### src/rtl/pb_pkg.sv
// pb_pkg: shared constants, counter-width helper and per-channel event record for the push-button front end
package pb_pkg;
  localparam int PB_SYNC_STAGES_DEF = 2;
  localparam int PB_DB_CYCLES_DEF   = 16;
  localparam int PB_HOLD_CYCLES_DEF = 1024;
  typedef struct packed {
    logic level;
    logic pressed;
    logic released;
    logic held;
  } pb_evt_t;
  function automatic int cnt_width(input int n);
    return $clog2(n + 1);
  endfunction
endpackage

### src/rtl/pb_chan.sv
// pb_chan: one button channel (sync, debounce, press/release pulses, long-press pulse under PB_HOLD_EN)
module pb_chan import pb_pkg::*; #(
  parameter int SYNC_STAGES = PB_SYNC_STAGES_DEF,
  parameter int DB_CYCLES   = PB_DB_CYCLES_DEF,
  parameter int ACTIVE_LOW  = 1,
  parameter int HOLD_CYCLES = PB_HOLD_CYCLES_DEF
) (
  input  logic clk,
  input  logic rst,
  input  logic pb_i,
  output logic level_o,
  output logic pressed_o,
  output logic released_o,
  output logic held_o
);
  localparam int CW = cnt_width(DB_CYCLES);
  localparam logic IDLE = logic'(ACTIVE_LOW != 0);
  localparam logic [CW-1:0] DB_LAST = CW'(DB_CYCLES - 1);
  logic [SYNC_STAGES-1:0] sync_q, sync_d;
  logic [CW-1:0] cnt_q, cnt_d;
  pb_evt_t evt_q, evt_d;
  logic s, flip, accept, held_nxt;
  // xor with the idle level folds polarity so s is 1 while pressed
  assign s      = sync_q[SYNC_STAGES-1] ^ IDLE;
  assign flip   = s != evt_q.level;
  assign accept = flip && cnt_q == DB_LAST;
  always_comb begin
    sync_d         = {sync_q[SYNC_STAGES-2:0], pb_i};
    cnt_d          = (flip && !accept) ? cnt_q + CW'(1) : '0;
    evt_d.level    = accept ? s : evt_q.level;
    evt_d.pressed  = accept && s;
    evt_d.released = accept && !s;
    evt_d.held     = held_nxt;
  end
  always_ff @(posedge clk or posedge rst) begin
    if (rst) begin
      sync_q <= {SYNC_STAGES{IDLE}};
      cnt_q  <= '0;
      evt_q  <= '0;
    end else begin
      sync_q <= sync_d;
      cnt_q  <= cnt_d;
      evt_q  <= evt_d;
    end
  end
`ifdef PB_HOLD_EN
  localparam int HW = cnt_width(HOLD_CYCLES);
  localparam logic [HW-1:0] HOLD_MAX = HW'(HOLD_CYCLES);
  logic [HW-1:0] hold_q, hold_d;
  // saturating at HOLD_MAX makes held fire once per press
  assign hold_d   = !evt_q.level ? '0 : (hold_q == HOLD_MAX) ? hold_q : hold_q + HW'(1);
  assign held_nxt = evt_q.level && hold_q == HOLD_MAX - HW'(1);
  always_ff @(posedge clk or posedge rst) begin
    if (rst) hold_q <= '0;
    else     hold_q <= hold_d;
  end
`else
  assign held_nxt = 1'b0 & (|HOLD_CYCLES);
`endif
  assign level_o    = evt_q.level;
  assign pressed_o  = evt_q.pressed;
  assign released_o = evt_q.released;
  assign held_o     = evt_q.held;
endmodule

### src/rtl/pb_debounce_multi.sv
// pb_debounce_multi: N_CH independent debounced push-button channels; long-press pulse enabled by PB_HOLD_EN
module pb_debounce_multi import pb_pkg::*; #(
  parameter int N_CH        = 4,
  parameter int SYNC_STAGES = PB_SYNC_STAGES_DEF,
  parameter int DB_CYCLES   = PB_DB_CYCLES_DEF,
  parameter int ACTIVE_LOW  = 1,
  parameter int HOLD_CYCLES = PB_HOLD_CYCLES_DEF
) (
  input  logic            clk,
  input  logic            rst,
  input  logic [N_CH-1:0] pb,
  output logic [N_CH-1:0] level,
  output logic [N_CH-1:0] pressed,
  output logic [N_CH-1:0] released,
  output logic [N_CH-1:0] held
);
  for (genvar i = 0; i < N_CH; i++) begin : g_ch
    pb_chan #(
      .SYNC_STAGES(SYNC_STAGES),
      .DB_CYCLES  (DB_CYCLES),
      .ACTIVE_LOW (ACTIVE_LOW),
      .HOLD_CYCLES(HOLD_CYCLES)
    ) u_chan (
      .clk       (clk),
      .rst       (rst),
      .pb_i      (pb[i]),
      .level_o   (level[i]),
      .pressed_o (pressed[i]),
      .released_o(released[i]),
      .held_o    (held[i])
    );
  end
endmodule

### config.mk
export PLATFORM = sky130hd
export DESIGN_NAME = pb_debounce_multi
export DESIGN_NICKNAME = d
export VERILOG_FILES = /design/src/rtl/pb_pkg.sv /design/src/rtl/pb_chan.sv /design/src/rtl/pb_debounce_multi.sv
export SDC_FILE = /design/constraint.sdc
export NUM_CORES = 1
export LEC_CHECK = 0
export CAP_MARGIN = 15
export CORE_MARGIN = 1.5
export CORE_UTILIZATION = 53
export CTS_BUF_LIST = sky130_fd_sc_hd__clkbuf_4
export CTS_CLUSTER_DIAMETER = 60
export DETAILED_ROUTE_END_ITERATION = 8
export PLACE_DENSITY = 0.74
export SLEW_MARGIN = 20
export SYNTH_ARGS = -nofsm -noshare
export SYNTH_HDL_FRONTEND = slang
export SYNTH_SLANG_ARGS = --single-unit
### constraint.sdc
create_clock -name clk -period 4.4 [get_ports clk]
set_clock_uncertainty 0.2 [all_clocks]
set_input_delay 0.88 -clock clk [delete_from_list [all_inputs] [get_ports clk]]
set_output_delay 0.88 -clock clk [all_outputs]
set_load 0.03 [all_outputs]
==> impl_metrics.xml <==
<?xml version="1.0" encoding="UTF-8"?>
<metrics>
  <group name="grt">
    <metric name="global_route.usage.total" unit="">0.166</metric>
    <metric name="grt_overflow" unit="">0</metric>
    <metric name="grt_start_max_net_pins" unit="">32</metric>
    <metric name="grt_pass1_wl" unit="µm">4220</metric>
    <metric name="antenna_found_initial" unit="">0</metric>
    <metric name="first_global_vias" unit="">1005</metric>
  </group>
  <group name="floorplan">
    <metric name="floorplan.die.width" unit="µm">60.4</metric>
    <metric name="core-area" unit="µm²">3100</metric>
    <metric name="die_area" unit="µm²">3650</metric>
    <metric name="total_number_of_placement_rows" unit="">20</metric>
    <metric name="vertical_extent_of_the_die" unit="µm">60.4</metric>
    <metric name="top_level_ports" unit="">22</metric>
    <metric name="floorplan.initialDensity" unit="">0.563</metric>
  </group>
  <group name="place">
    <metric name="finalWeightedCongestion" unit="">0.728</metric>
    <metric name="hpwlAfterDp" unit="µm">1850</metric>
    <metric name="preCtsSetupSlack" unit="ns">1.79</metric>
    <metric name="post_dp_cell_area" unit="µm²">1870</metric>
    <metric name="placement.io_buffers" unit="">17</metric>
  </group>
  <group name="detailed_routing">
    <metric name="routed_wire_length_per_instance" unit="µm">12.7</metric>
    <metric name="drtIter0Drc" unit="">29</metric>
    <metric name="drt_wl_total" unit="µm">2460</metric>
    <metric name="viasPerCell" unit="">5.12</metric>
    <metric name="vias" unit="">988</metric>
    <metric name="antenna_left" unit="">0</metric>
    <metric name="route.detailed.drc" unit="">0</metric>
    <metric name="firstDrtPassIters" unit="">3</metric>
  </group>
  <group name="synthesis">
    <metric name="synth-compound-area-share" unit="">0.0344</metric>
    <metric name="postSynth.asyncResetShare" unit="">1.00</metric>
    <metric name="synth.cell_area" unit="µm²">1750</metric>
    <metric name="synth_simple_gate_area_frac" unit="">0.150</metric>
    <metric name="synth_area_leaders" unit="">sky130_fd_sc_hd__dfrtp_1 46%, sky130_fd_sc_hd__dfstp_2 12%, sky130_fd_sc_hd__ha_1 8.6%, sky130_fd_sc_hd__buf_4 6.9%, sky130_fd_sc_hd__nor3_1 3.4%</metric>
    <metric name="yosys.area_share.xor_xnor" unit="">0.0487</metric>
    <metric name="synthAdderAreaFrac" unit="">0.0860</metric>
    <metric name="most_used_standard_cell_by_instance_count_after_synthesis" unit="">sky130_fd_sc_hd__dfrtp_1</metric>
    <metric name="synth_warnings" unit="">0</metric>
    <metric name="ff_latch_count_synth" unit="">40</metric>
    <metric name="combinational_family_with_the_most_area_after_synthesis" unit="">simple AND/OR/NAND/NOR gates</metric>
    <metric name="synth.top_cell.area_share" unit="">0.458</metric>
    <metric name="leading_register_cell_type_out_of_synthesis" unit="">sky130_fd_sc_hd__dfrtp_1</metric>
    <metric name="post_synth_inst_count" unit="">136</metric>
    <metric name="synth.largest_area_cell" unit="">sky130_fd_sc_hd__dfrtp_1</metric>
    <metric name="ys_seq_area_frac" unit="">0.579</metric>
    <metric name="most_frequent_cells_after_synthesis" unit="">32 x sky130_fd_sc_hd__dfrtp_1, 16 x sky130_fd_sc_hd__buf_4, 12 x sky130_fd_sc_hd__ha_1, 12 x sky130_fd_sc_hd__nor3_1, 9 x sky130_fd_sc_hd__inv_1</metric>
    <metric name="number_of_enable_flip_flop_cells_after_synthesis" unit="">0</metric>
    <metric name="synth.mux.area_fraction" unit="">0.0115</metric>
    <metric name="post_synth_num_cell_types" unit="">21</metric>
    <metric name="per_instance_average_area_after_synthesis" unit="µm²">12.8</metric>
  </group>
  <group name="status">
    <metric name="outcome" unit="">finished, final reports clean</metric>
  </group>
  <group name="clocking">
    <metric name="cts_tree" unit="">done</metric>
    <metric name="clk_path_buf_depth" unit="">2</metric>
    <metric name="cts-resized-gates" unit="">0</metric>
    <metric name="post_cts_buffers" unit="">0</metric>
    <metric name="worst_skew_pair.late_latency" unit="ns">0.34</metric>
    <metric name="cts-htree-levels" unit="">2</metric>
    <metric name="cts_root_buffer" unit="">sky130_fd_sc_hd__clkbuf_4</metric>
    <metric name="cts_inserted_buffers" unit="">5</metric>
    <metric name="clkSlewWorstSetupHoldPaths" unit="ns">0.11</metric>
    <metric name="ctsHoldBuffers" unit="">0</metric>
    <metric name="clock_sinks" unit="">40</metric>
  </group>
  <group name="critical_path">
    <metric name="worst_ep_required_time" unit="ns">3.32</metric>
    <metric name="worstSetupEndpointType" unit="">output pin</metric>
    <metric name="worstSetupPathType" unit="">flip-flop to output pin</metric>
    <metric name="critical_path.startpoint_type" unit="">flip-flop</metric>
    <metric name="top_cell_family_by_delay_on_the_critical_path" unit="">buffers and inverters</metric>
    <metric name="timing.critical_path.cells" unit="">clkdlybuf4s50_1</metric>
    <metric name="worst-path-stages" unit="">1</metric>
    <metric name="crit_fanout" unit="">5</metric>
    <metric name="timing.critical_path.slowest_cell_delay" unit="ns">0.70</metric>
    <metric name="critPathArrivalTime" unit="ns">1.49</metric>
    <metric name="timing.reg2reg.worst_path_depth" unit="">5</metric>
    <metric name="cp_num_buf_inv" unit="">1</metric>
    <metric name="highest_delay_cell_along_the_critical_path" unit="">sky130_fd_sc_hd__clkdlybuf4s50_1</metric>
  </group>
  <group name="sta">
    <metric name="slew-limit-headroom" unit="">0.596</metric>
    <metric name="setup-tns-final" unit="ns">0</metric>
    <metric name="timing.final.setup_violations" unit="">0</metric>
    <metric name="rsz_0062_raised_after_global_routing" unit="">false</metric>
    <metric name="timing_max_transition_violations_final" unit="">0</metric>
    <metric name="final_min_period_over_clock_period" unit="">0.584</metric>
    <metric name="tightest_slew" unit="ns">0.606</metric>
    <metric name="timing.fmax" unit="MHz">389</metric>
    <metric name="period_needed" unit="ns">2.57</metric>
    <metric name="timing.hold.ws" unit="ns">0.163</metric>
    <metric name="timing.final.hold_violations" unit="">0</metric>
    <metric name="timing.final.ws_setup" unit="ns">1.83</metric>
  </group>
  <group name="pwr">
    <metric name="pwr_cell_area" unit="nW/µm²">338</metric>
    <metric name="ir_worst_vdd" unit="µV">225</metric>
    <metric name="fin_total_pwr" unit="W">0.000658</metric>
    <metric name="leakagePower" unit="nW">0.874</metric>
  </group>
  <group name="job">
    <metric name="maxCapViolations" unit="">0</metric>
  </group>
  <group name="final_layout">
    <metric name="area.growth.synth_to_final" unit="%">11.4</metric>
    <metric name="inserted_diodes" unit="">0</metric>
    <metric name="drive_gt1_frac" unit="">0.161</metric>
    <metric name="final_design_area_no_fill" unit="µm²">1950</metric>
    <metric name="fin_nets" unit="">166</metric>
    <metric name="final.fill_count" unit="">264</metric>
  </group>
  <group name="hold_path">
    <metric name="min_path_type" unit="">flip-flop to flip-flop</metric>
    <metric name="min_delay_path_depth" unit="">0</metric>
  </group>
</metrics>
-- state kept, by name, indices dropped and copies added, names as in the netlist --
name                    flops
g_ch.u_chan.cnt_q          20
g_ch.u_chan.sync_q          8
g_ch.u_chan.level_o         4
g_ch.u_chan.pressed_o       4
g_ch.u_chan.released_o      4
-- metrics by stage --
| stage | cells | util |
|---|---|---|
| 2_1_floorplan | 139 | - |
| 3_3_place_gp | 185 | 0.603 |
| 3_5_place_dp | 185 | 0.603 |
| 4_1_cts | 193 | 0.627 |
| 5_1_grt | 193 | 0.627 |
| 6_report | 193 | 0.627 |
-- layout by cell type (no fill, tap or decap) --
master and n:
sky130_fd_sc_hd__nor3b_1 6, sky130_fd_sc_hd__inv_1 8, sky130_fd_sc_hd__xnor2_1 4, sky130_fd_sc_hd__clkinv_1 2
sky130_fd_sc_hd__xor2_1 2, sky130_fd_sc_hd__and4_1 4, sky130_fd_sc_hd__inv_2 1, sky130_fd_sc_hd__buf_4 1
sky130_fd_sc_hd__dfrtp_1 32, sky130_fd_sc_hd__nor3_1 12, sky130_fd_sc_hd__mux2i_1 2, sky130_fd_sc_hd__dfstp_2 8
sky130_fd_sc_hd__o21ai_0 2, sky130_fd_sc_hd__and3_2 2, sky130_fd_sc_hd__clkbuf_4 5, sky130_fd_sc_hd__xor2_2 2
sky130_fd_sc_hd__o21bai_1 4, sky130_fd_sc_hd__nor2_1 2, sky130_fd_sc_hd__a21oi_1 4, sky130_fd_sc_hd__bufinv_16 1
sky130_fd_sc_hd__conb_1 4, sky130_fd_sc_hd__and3_1 6, sky130_fd_sc_hd__clkdlybuf4s50_1 17, sky130_fd_sc_hd__nand2b_1 2
sky130_fd_sc_hd__ha_1 12, sky130_fd_sc_hd__nor4_2 4
-- report_power, final --
group           total, W  switching (W)  internal [W]
Sequential      0.000394      0.0000112      0.000383
Combinational  0.0000395      0.0000228     0.0000167
Clock           0.000225       0.000109      0.000116
Total           0.000658       0.000143      0.000516
-- cell families after synthesis --
logic type | after synthesis
compound gates | 10
simple gates | 38
fa+ha+maj | 12
flops | 40
other cells | 1
mux | 2
buf+inv | 25
xor+xnor | 8
-- metal layers --
metal | GRT usage | routed length, µm
met2 | 0.276 | 1290
met3 | 0.0640 | 90
met1 | 0.183 | 1020
met4 | 0.0952 | 56
met5 | 0 | 0
-- final cells by class --
cell class | count | area, µm² | area share
tap | 44 | 55.1 | 0.0283
multi-input combinational | 74 | 593 | 0.305
inverter | 9 | 33.8 | 0.0174
sequential | 40 | 1010 | 0.520
clock inverter | 3 | 37.5 | 0.0193
clock buffer | 5 | 37.5 | 0.0193
timing repair buffer | 18 | 178 | 0.0913
-- worst paths after layout --
path / start / to / slack (ns)
max in group asynchronous: rst / g_ch[2].u_chan.sync_q[0] / 2.63
worst max register to register: g_ch[2].u_chan.cnt_q[0] / g_ch[2].u_chan.cnt_q[3] / 2.63
worst max-delay path: g_ch[3].u_chan.level_o / level[3] / 1.83
min in group asynchronous: rst / g_ch[0].u_chan.cnt_q[3] / 0.71
worst min-delay path: g_ch[2].u_chan.sync_q[0] / g_ch[2].u_chan.sync_q[1] / 0.16
worst min register to register: g_ch[2].u_chan.sync_q[0] / g_ch[2].u_chan.sync_q[1] / 0.16
Note: power is estimated with default switching activity, not from simulation.
